**src/rtl/coef_zigzag_rle.sv**
```systemverilog
// +----------------------------------------------------------------------------+
// | coef_zigzag_rle: 4x4 raster coefficients -> zigzag (run, level) pairs with   |
// | ping-pong banks so back-to-back blocks never stall the producer.           |
// | Revision: 1.0                                                              |
// +----------------------------------------------------------------------------+
`default_nettype none

module coef_zigzag_rle #(
  parameter int LEVEL_W = 16
) (
  input  logic                      clk,
  input  logic                      rst_n,
  input  logic                      in_valid,
  input  logic signed [31:0]        in_coef,
  output logic                      out_valid,
  output logic [3:0]                out_run,
  output logic signed [LEVEL_W-1:0] out_level,
  output logic                      out_last,
  output logic                      out_sat
);

  localparam logic signed [31:0] c_lvl_max = (32'sd1 <<< (LEVEL_W - 1)) - 32'sd1;
  localparam logic signed [31:0] c_lvl_min = -(32'sd1 <<< (LEVEL_W - 1));

  typedef enum logic [0:0] {S_IDLE = 1'b0, S_SCAN = 1'b1} state_t;

  function automatic logic [3:0] zz_to_raster(input logic [3:0] p);
    case (p)
      4'd0:  zz_to_raster = 4'd0;
      4'd1:  zz_to_raster = 4'd1;
      4'd2:  zz_to_raster = 4'd4;
      4'd3:  zz_to_raster = 4'd8;
      4'd4:  zz_to_raster = 4'd5;
      4'd5:  zz_to_raster = 4'd2;
      4'd6:  zz_to_raster = 4'd3;
      4'd7:  zz_to_raster = 4'd6;
      4'd8:  zz_to_raster = 4'd9;
      4'd9:  zz_to_raster = 4'd12;
      4'd10: zz_to_raster = 4'd13;
      4'd11: zz_to_raster = 4'd10;
      4'd12: zz_to_raster = 4'd7;
      4'd13: zz_to_raster = 4'd11;
      4'd14: zz_to_raster = 4'd14;
      default: zz_to_raster = 4'd15;
    endcase
  endfunction

  function automatic logic [3:0] raster_to_zz(input logic [3:0] r);
    case (r)
      4'd0:  raster_to_zz = 4'd0;
      4'd1:  raster_to_zz = 4'd1;
      4'd2:  raster_to_zz = 4'd5;
      4'd3:  raster_to_zz = 4'd6;
      4'd4:  raster_to_zz = 4'd2;
      4'd5:  raster_to_zz = 4'd4;
      4'd6:  raster_to_zz = 4'd7;
      4'd7:  raster_to_zz = 4'd12;
      4'd8:  raster_to_zz = 4'd3;
      4'd9:  raster_to_zz = 4'd8;
      4'd10: raster_to_zz = 4'd11;
      4'd11: raster_to_zz = 4'd13;
      4'd12: raster_to_zz = 4'd9;
      4'd13: raster_to_zz = 4'd10;
      4'd14: raster_to_zz = 4'd14;
      default: raster_to_zz = 4'd15;
    endcase
  endfunction

  // Fill side
  logic [3:0]         r_beat;
  logic               r_fill_bank;
  logic [3:0]         r_last_nz [2];
  logic [1:0]         r_any_nz;
  logic signed [31:0] r_mem [2][16];

  logic       w_complete;
  logic [3:0] w_beat_zz;
  logic       w_beat_nz;

  assign w_complete = in_valid && (r_beat == 4'd15);
  assign w_beat_zz  = raster_to_zz(r_beat);
  assign w_beat_nz  = (in_coef != 32'sd0);

  always_ff @(posedge clk or negedge rst_n) begin
    if (!rst_n) begin
      r_beat       <= 4'd0;
      r_fill_bank  <= 1'b0;
      r_last_nz[0] <= 4'd0;
      r_last_nz[1] <= 4'd0;
      r_any_nz     <= 2'b00;
    end else if (in_valid) begin
      r_beat <= r_beat + 4'd1;
      // Beat 0 re-initialises the bank's tracking, so stale data never leaks in.
      if (r_beat == 4'd0) begin
        r_last_nz[r_fill_bank] <= w_beat_nz ? w_beat_zz : 4'd0;
        r_any_nz[r_fill_bank]  <= w_beat_nz;
      end else if (w_beat_nz) begin
        r_any_nz[r_fill_bank] <= 1'b1;
        if (!r_any_nz[r_fill_bank] || (w_beat_zz > r_last_nz[r_fill_bank]))
          r_last_nz[r_fill_bank] <= w_beat_zz;
      end
      if (w_complete)
        r_fill_bank <= ~r_fill_bank;
    end
  end

  always_ff @(posedge clk) begin
    if (in_valid)
      r_mem[r_fill_bank][r_beat] <= in_coef;
  end

  // Drain side
  state_t     r_state;
  logic       r_scan_bank;
  logic [3:0] r_pos;
  logic [3:0] r_run;
  logic [1:0] r_full;

  logic signed [31:0]        w_coef;
  logic                      w_is_last;
  logic                      w_all_zero;
  logic                      w_emit;
  logic                      w_clip_hi;
  logic                      w_clip_lo;
  logic signed [LEVEL_W-1:0] w_level;
  logic                      w_other_ready;
  logic                      w_idle_bank;

  assign w_coef      = r_mem[r_scan_bank][zz_to_raster(r_pos)];
  assign w_is_last   = (r_pos == r_last_nz[r_scan_bank]);
  assign w_all_zero  = !r_any_nz[r_scan_bank];
  assign w_emit      = w_all_zero || (w_coef != 32'sd0);
  assign w_clip_hi   = (w_coef > c_lvl_max);
  assign w_clip_lo   = (w_coef < c_lvl_min);
  assign w_level     = w_clip_hi ? c_lvl_max[LEVEL_W-1:0] :
                       w_clip_lo ? c_lvl_min[LEVEL_W-1:0] : w_coef[LEVEL_W-1:0];
  // A bank completing this very cycle counts as ready: its data lands at this edge.
  assign w_other_ready = r_full[~r_scan_bank] || (w_complete && (r_fill_bank != r_scan_bank));
  assign w_idle_bank   = r_full[0] ? 1'b0 : r_full[1] ? 1'b1 : r_fill_bank;

  always_ff @(posedge clk or negedge rst_n) begin
    if (!rst_n) begin
      r_state     <= S_IDLE;
      r_scan_bank <= 1'b0;
      r_pos       <= 4'd0;
      r_run       <= 4'd0;
      r_full      <= 2'b00;
      out_valid   <= 1'b0;
      out_run     <= 4'd0;
      out_level   <= '0;
      out_last    <= 1'b0;
      out_sat     <= 1'b0;
    end else begin
      out_valid <= 1'b0;
      out_last  <= 1'b0;
      out_sat   <= 1'b0;
      if (w_complete)
        r_full[r_fill_bank] <= 1'b1;
      case (r_state)
        S_IDLE: begin
          if ((r_full != 2'b00) || w_complete) begin
            r_state     <= S_SCAN;
            r_scan_bank <= w_idle_bank;
            r_pos       <= 4'd0;
            r_run       <= 4'd0;
          end
        end
        S_SCAN: begin
          if (w_emit) begin
            out_valid <= 1'b1;
            out_run   <= r_run;
            out_level <= w_level;
            out_sat   <= w_clip_hi || w_clip_lo;
            out_last  <= w_is_last;
            r_run     <= 4'd0;
          end else begin
            r_run <= r_run + 4'd1;
          end
          if (w_is_last) begin
            r_full[r_scan_bank] <= 1'b0;
            r_pos               <= 4'd0;
            r_run               <= 4'd0;
            if (w_other_ready)
              r_scan_bank <= ~r_scan_bank;
            else
              r_state <= S_IDLE;
          end else begin
            r_pos <= r_pos + 4'd1;
          end
        end
        default: r_state <= S_IDLE;
      endcase
    end
  end

endmodule

`default_nettype wire

```
**config.mk**
```make
export PLATFORM = sky130hd
export DESIGN_NAME = coef_zigzag_rle
export DESIGN_NICKNAME = d
export VERILOG_FILES = /design/src/rtl/coef_zigzag_rle.sv
export SDC_FILE = /design/constraint.sdc
export NUM_CORES = 1
export LEC_CHECK = 0
export ABC_AREA = 0
export CAP_MARGIN = 10
export CORE_MARGIN = 3
export CORE_UTILIZATION = 33
export DETAILED_ROUTE_END_ITERATION = 12
export PLACE_DENSITY = 0.48
export SLEW_MARGIN = 20
export SYNTH_ARGS = -nofsm -noshare
export SYNTH_HDL_FRONTEND = slang
export SYNTH_SLANG_ARGS = --single-unit
```
**constraint.sdc**
```tcl
create_clock -name clk -period 5.1 [get_ports clk]
set_input_delay 0.765 -clock clk [delete_from_list [all_inputs] [get_ports clk]]
set_output_delay 0.765 -clock clk [all_outputs]
set_load 0.05 [all_outputs]
```
==> results.toml <==
[route]
drt_wl_total_mm = 155
drc = 0
vias = 26700
drt_iter0_markers = 3448
drt-wirelength-per-cell_microns = 33.1
dr.pass1.iters = 5
via_per_inst = 5.70
ant_nets = 0

[setup_path]
r2r-end = "out_run[2]"
worstSetupPathDepth = 15
crit_buf_inv = 3
max_stage_delay_ns = 0.97
cp-endpoint = "out_run[2]"
worstPathRequired_ns = 5.69
regToRegSetupSlack_ns = 0.11
crit_path_end_kind = "register"
crit_arrival_ns = 5.58
cp_common_cell = "buf_12"
rr_startpoint = "r_pos[1]"
crit_slowest_cell = "a2111oi_0"
crit_path_start = "r_pos[1]"
crit_family = "compound AO/OA/AOI/OAI gates"
critPathKind = "register to register"
r2r_cells = 15
cp_cell_sequence = "buf_4 -> ha_1 -> mux2i_4 -> nand2_4 -> nand2_8 -> buf_12 -> mux2_1 -> a2111oi_0 -> nand2_1 -> a31oi_1 -> nand4_1 -> nor4_4 -> a31oi_4 -> buf_12 -> mux2_4"
start_kind = "register"
crit_path_max_fanout = 33

[sta]
fin_tns_setup_ns = 0
period_needed_ns = 4.99
post-route-period-util_pct = 97.9
fmax_ghz = 0.200
tightest_slew_ns = 1.09
slew_headroom_pct = 25.3
hold_violations = 0
whs_ns = 0.182
drv_slew = 0
rsz0062_at_grt = "no"
skew_ns = 0.0351
finalSetupViolations = 0

[clock_tree]
max-clock-path-buffers = 3
clkSlewWorstSetupHoldPaths_ns = 0.06
cts_tree = "built"
clk_latency_ns = 0.71
numClockSinks = 1074
post_cts_buffers = 0
clock_tree.root_cell = "clkbuf_16"
cts_htree_levels = 3
cts_buffers = 115

[placement]
dp_hpwl_mm = 88.9
dp.cells = 4479
gp_congestion = 0.850
io_buffers = 57

[global_routing]
grtUsageMet1_pct = 31.5
grt_pass1_vias = 26300
grt_use_met3_pct = 3.41
grt_use_total_pct = 22.4
grt_pass1_wl_mm = 214
grt-ovfl-total = 0
use_met2_pct = 36.2
grt_max_degree = 98
grt-busiest-layer = "met2"
antenna_found_initial = 3

[power]
pwr-share-comb_pct = 41.9
power_switching_share_pct = 39.2
vdd_ir_drop_max_v = 0.000545
p_seq_share_pct = 32.8
leakagePower_nw = 16.6
p_switching_mw = 12.8
clockPowerShare_pct = 25.3
p_int_mw = 19.8
power_per_cell_area_nw_per_um2 = 637

[floorplan]
initial_core_util_pct = 33.4
fp.dieW_microns = 368
die_h_microns = 368
coreArea_sq_um = 130000
dieArea_sq_um = 136000
io_pins = 58
core.rowCount = 132

[logic_synthesis]
syn_area_sq_um = 43400
yosys_warnings = 0
yosysUniqueCellTypes = 84
postSynth.asyncResetShare_pct = 4.66
ys.flop_type = "edfxtp_1"
ys_seq_area_share_pct = 73.8
ys_ff_latch = 1074
synth.avg_cell_area_sq_um = 16.5
netlist_instances = 2625
synth_nets = 2679
synth-edff-count = 1024

[final_layout]
fillerInstances = 11800
antenna_cells = 0
fin_nets = 2908
instances_no_fill = 4693
drive_gt1_share_pct = 20.0
syn_to_final_growth_pct = 18.0

[flow_run]
max_cap_viol_count = 0

[run_status]
status = "finished clean"

[worst_hold_path]
hp-class = "input port to asynchronous set/reset pin"
[logic make-up (layout without fill, tap and decap cells)]
kind of cell	after synthesis	count (layout)	share of synthesized area [%]
mux	285	285	9.18
compound gates	467	467	7.36
flops	1074	1074	73.8
buf+inv	177	503	2.19
fa+ha+maj	19	19	0.548
xor+xnor	10	10	0.202
simple gates	593	593	6.71
[flip-flops by register name, summed over array words and instances, names as in the netlist]
register / flops
r_mem: 1024
out_level: 16
r_last_nz: 8
out_run: 4
r_beat: 4
r_pos: 4
r_run: 4
r_any_nz: 2
r_full: 2
out_last: 1
out_sat: 1
out_valid: 1
r_fill_bank: 1
r_scan_bank: 1
r_state: 1
[how the worst min path moves through the flow]
stage                        end  slack (ns)  cells after the start
floorplan               out_last        0.47                      0
global placement    out_level[0]        0.51                      1
detailed placement  out_level[0]        0.51                      1
CTS                    r_beat[3]        0.18                      2
global route        r_last_nz[3]        0.23                      2
finish                 r_beat[3]        0.18                      2
[cells in the mapped netlist (all sizes together), types with 46 or more instances]
library cell	number	share of area [%]
mux2	72	2.0
dfrtp	50	2.9
clkbuf	50	0.43
o21ai	87	1.0
edfxtp	1024	71
mux2i	136	3.2
and3	46	0.66
nand3	103	1.2
buf	109	1.6
a21oi	88	1.0
nand2	238	2.1
mux4	77	4.0
a211oi	52	0.90
nor2	73	0.63
[layout by cell type, fill, tap and decap left out, types with 11 or more instances in the layout]
master           count
o211ai_1            16
inv_1               18
a22oi_1             29
a211oi_1            52
mux2_4              16
clkinv_2            20
a221oi_1            18
a2111oi_0           16
o21ai_0             75
nor4_1              19
nand3_1            103
clkdlybuf4s50_1     56
mux2i_1            134
clkbuf_16          118
nor2_1              44
buf_12              20
and4_1              11
mux2_2              52
nand4_1             18
clkinv_1            29
a31oi_1             32
nor2_4              28
a22o_1              11
o22ai_1             33
mux4_2              77
a21oi_1             85
buf_4              192
ha_1                19
nor2b_1             14
and3_1              45
clkbuf_1            26
dfrtp_1             48
or4_1               15
edfxtp_1          1024
nand2_1            235
[metrics by stage]
stage	area [sq um]	worst slack, ns	total power [mW]	utilization, %
3_3_place_gp	47400	0.0284	24.2	36.5
5_1_grt	51100	0.00445	33.7	39.3
3_5_place_dp	47400	0.0522	24.3	36.5
6_report	51100	0.109	32.6	39.3
4_1_cts	51100	0.00815	32.6	39.3
2_1_floorplan	43400	0.901	18.4	-
[power by group through the flow]
stage | Sequential [mW] | Combinational, mW | Clock (mW)
final | 10.7 | 13.7 | 8.24
after global routing | 10.7 | 14.2 | 8.69
after floorplan | 11.0 | 7.37 | 0
after CTS | 10.7 | 13.5 | 8.35
after detailed placement | 10.9 | 13.5 | 0
after global placement | 10.8 | 13.4 | 0
[per-layer routing]
metal  up-vias  wire length, microns
met5         -                    13
met4         2                  4870
met3       259                 11600
met2      1315                 73000
met1     14200                 65900
li1      11000                     -
[what timing repair did]
action | 4_1_cts | 5_1_grt
endpoints found under the setup margin | 0 | 22
hold buffers | 0 | 0
endpoints found under the hold margin | 0 | 0
gates resized for setup | 0 | 8
[layout make-up]
| class | instances | area, sq um | area share [%] |
|---|---|---|---|
| Clock buffer | 144 | 3050 | 5.97 |
| Clock inverter | 70 | 617 | 1.21 |
| Inverter | 18 | 67.6 | 0.132 |
| Multi-Input combinational cell | 1374 | 10800 | 21.1 |
| Sequential cell | 1074 | 32000 | 62.6 |
| Tap cell | 1742 | 2180 | 4.26 |
| Timing Repair Buffer | 271 | 2450 | 4.78 |
Power figures use the tool's default switching activity.
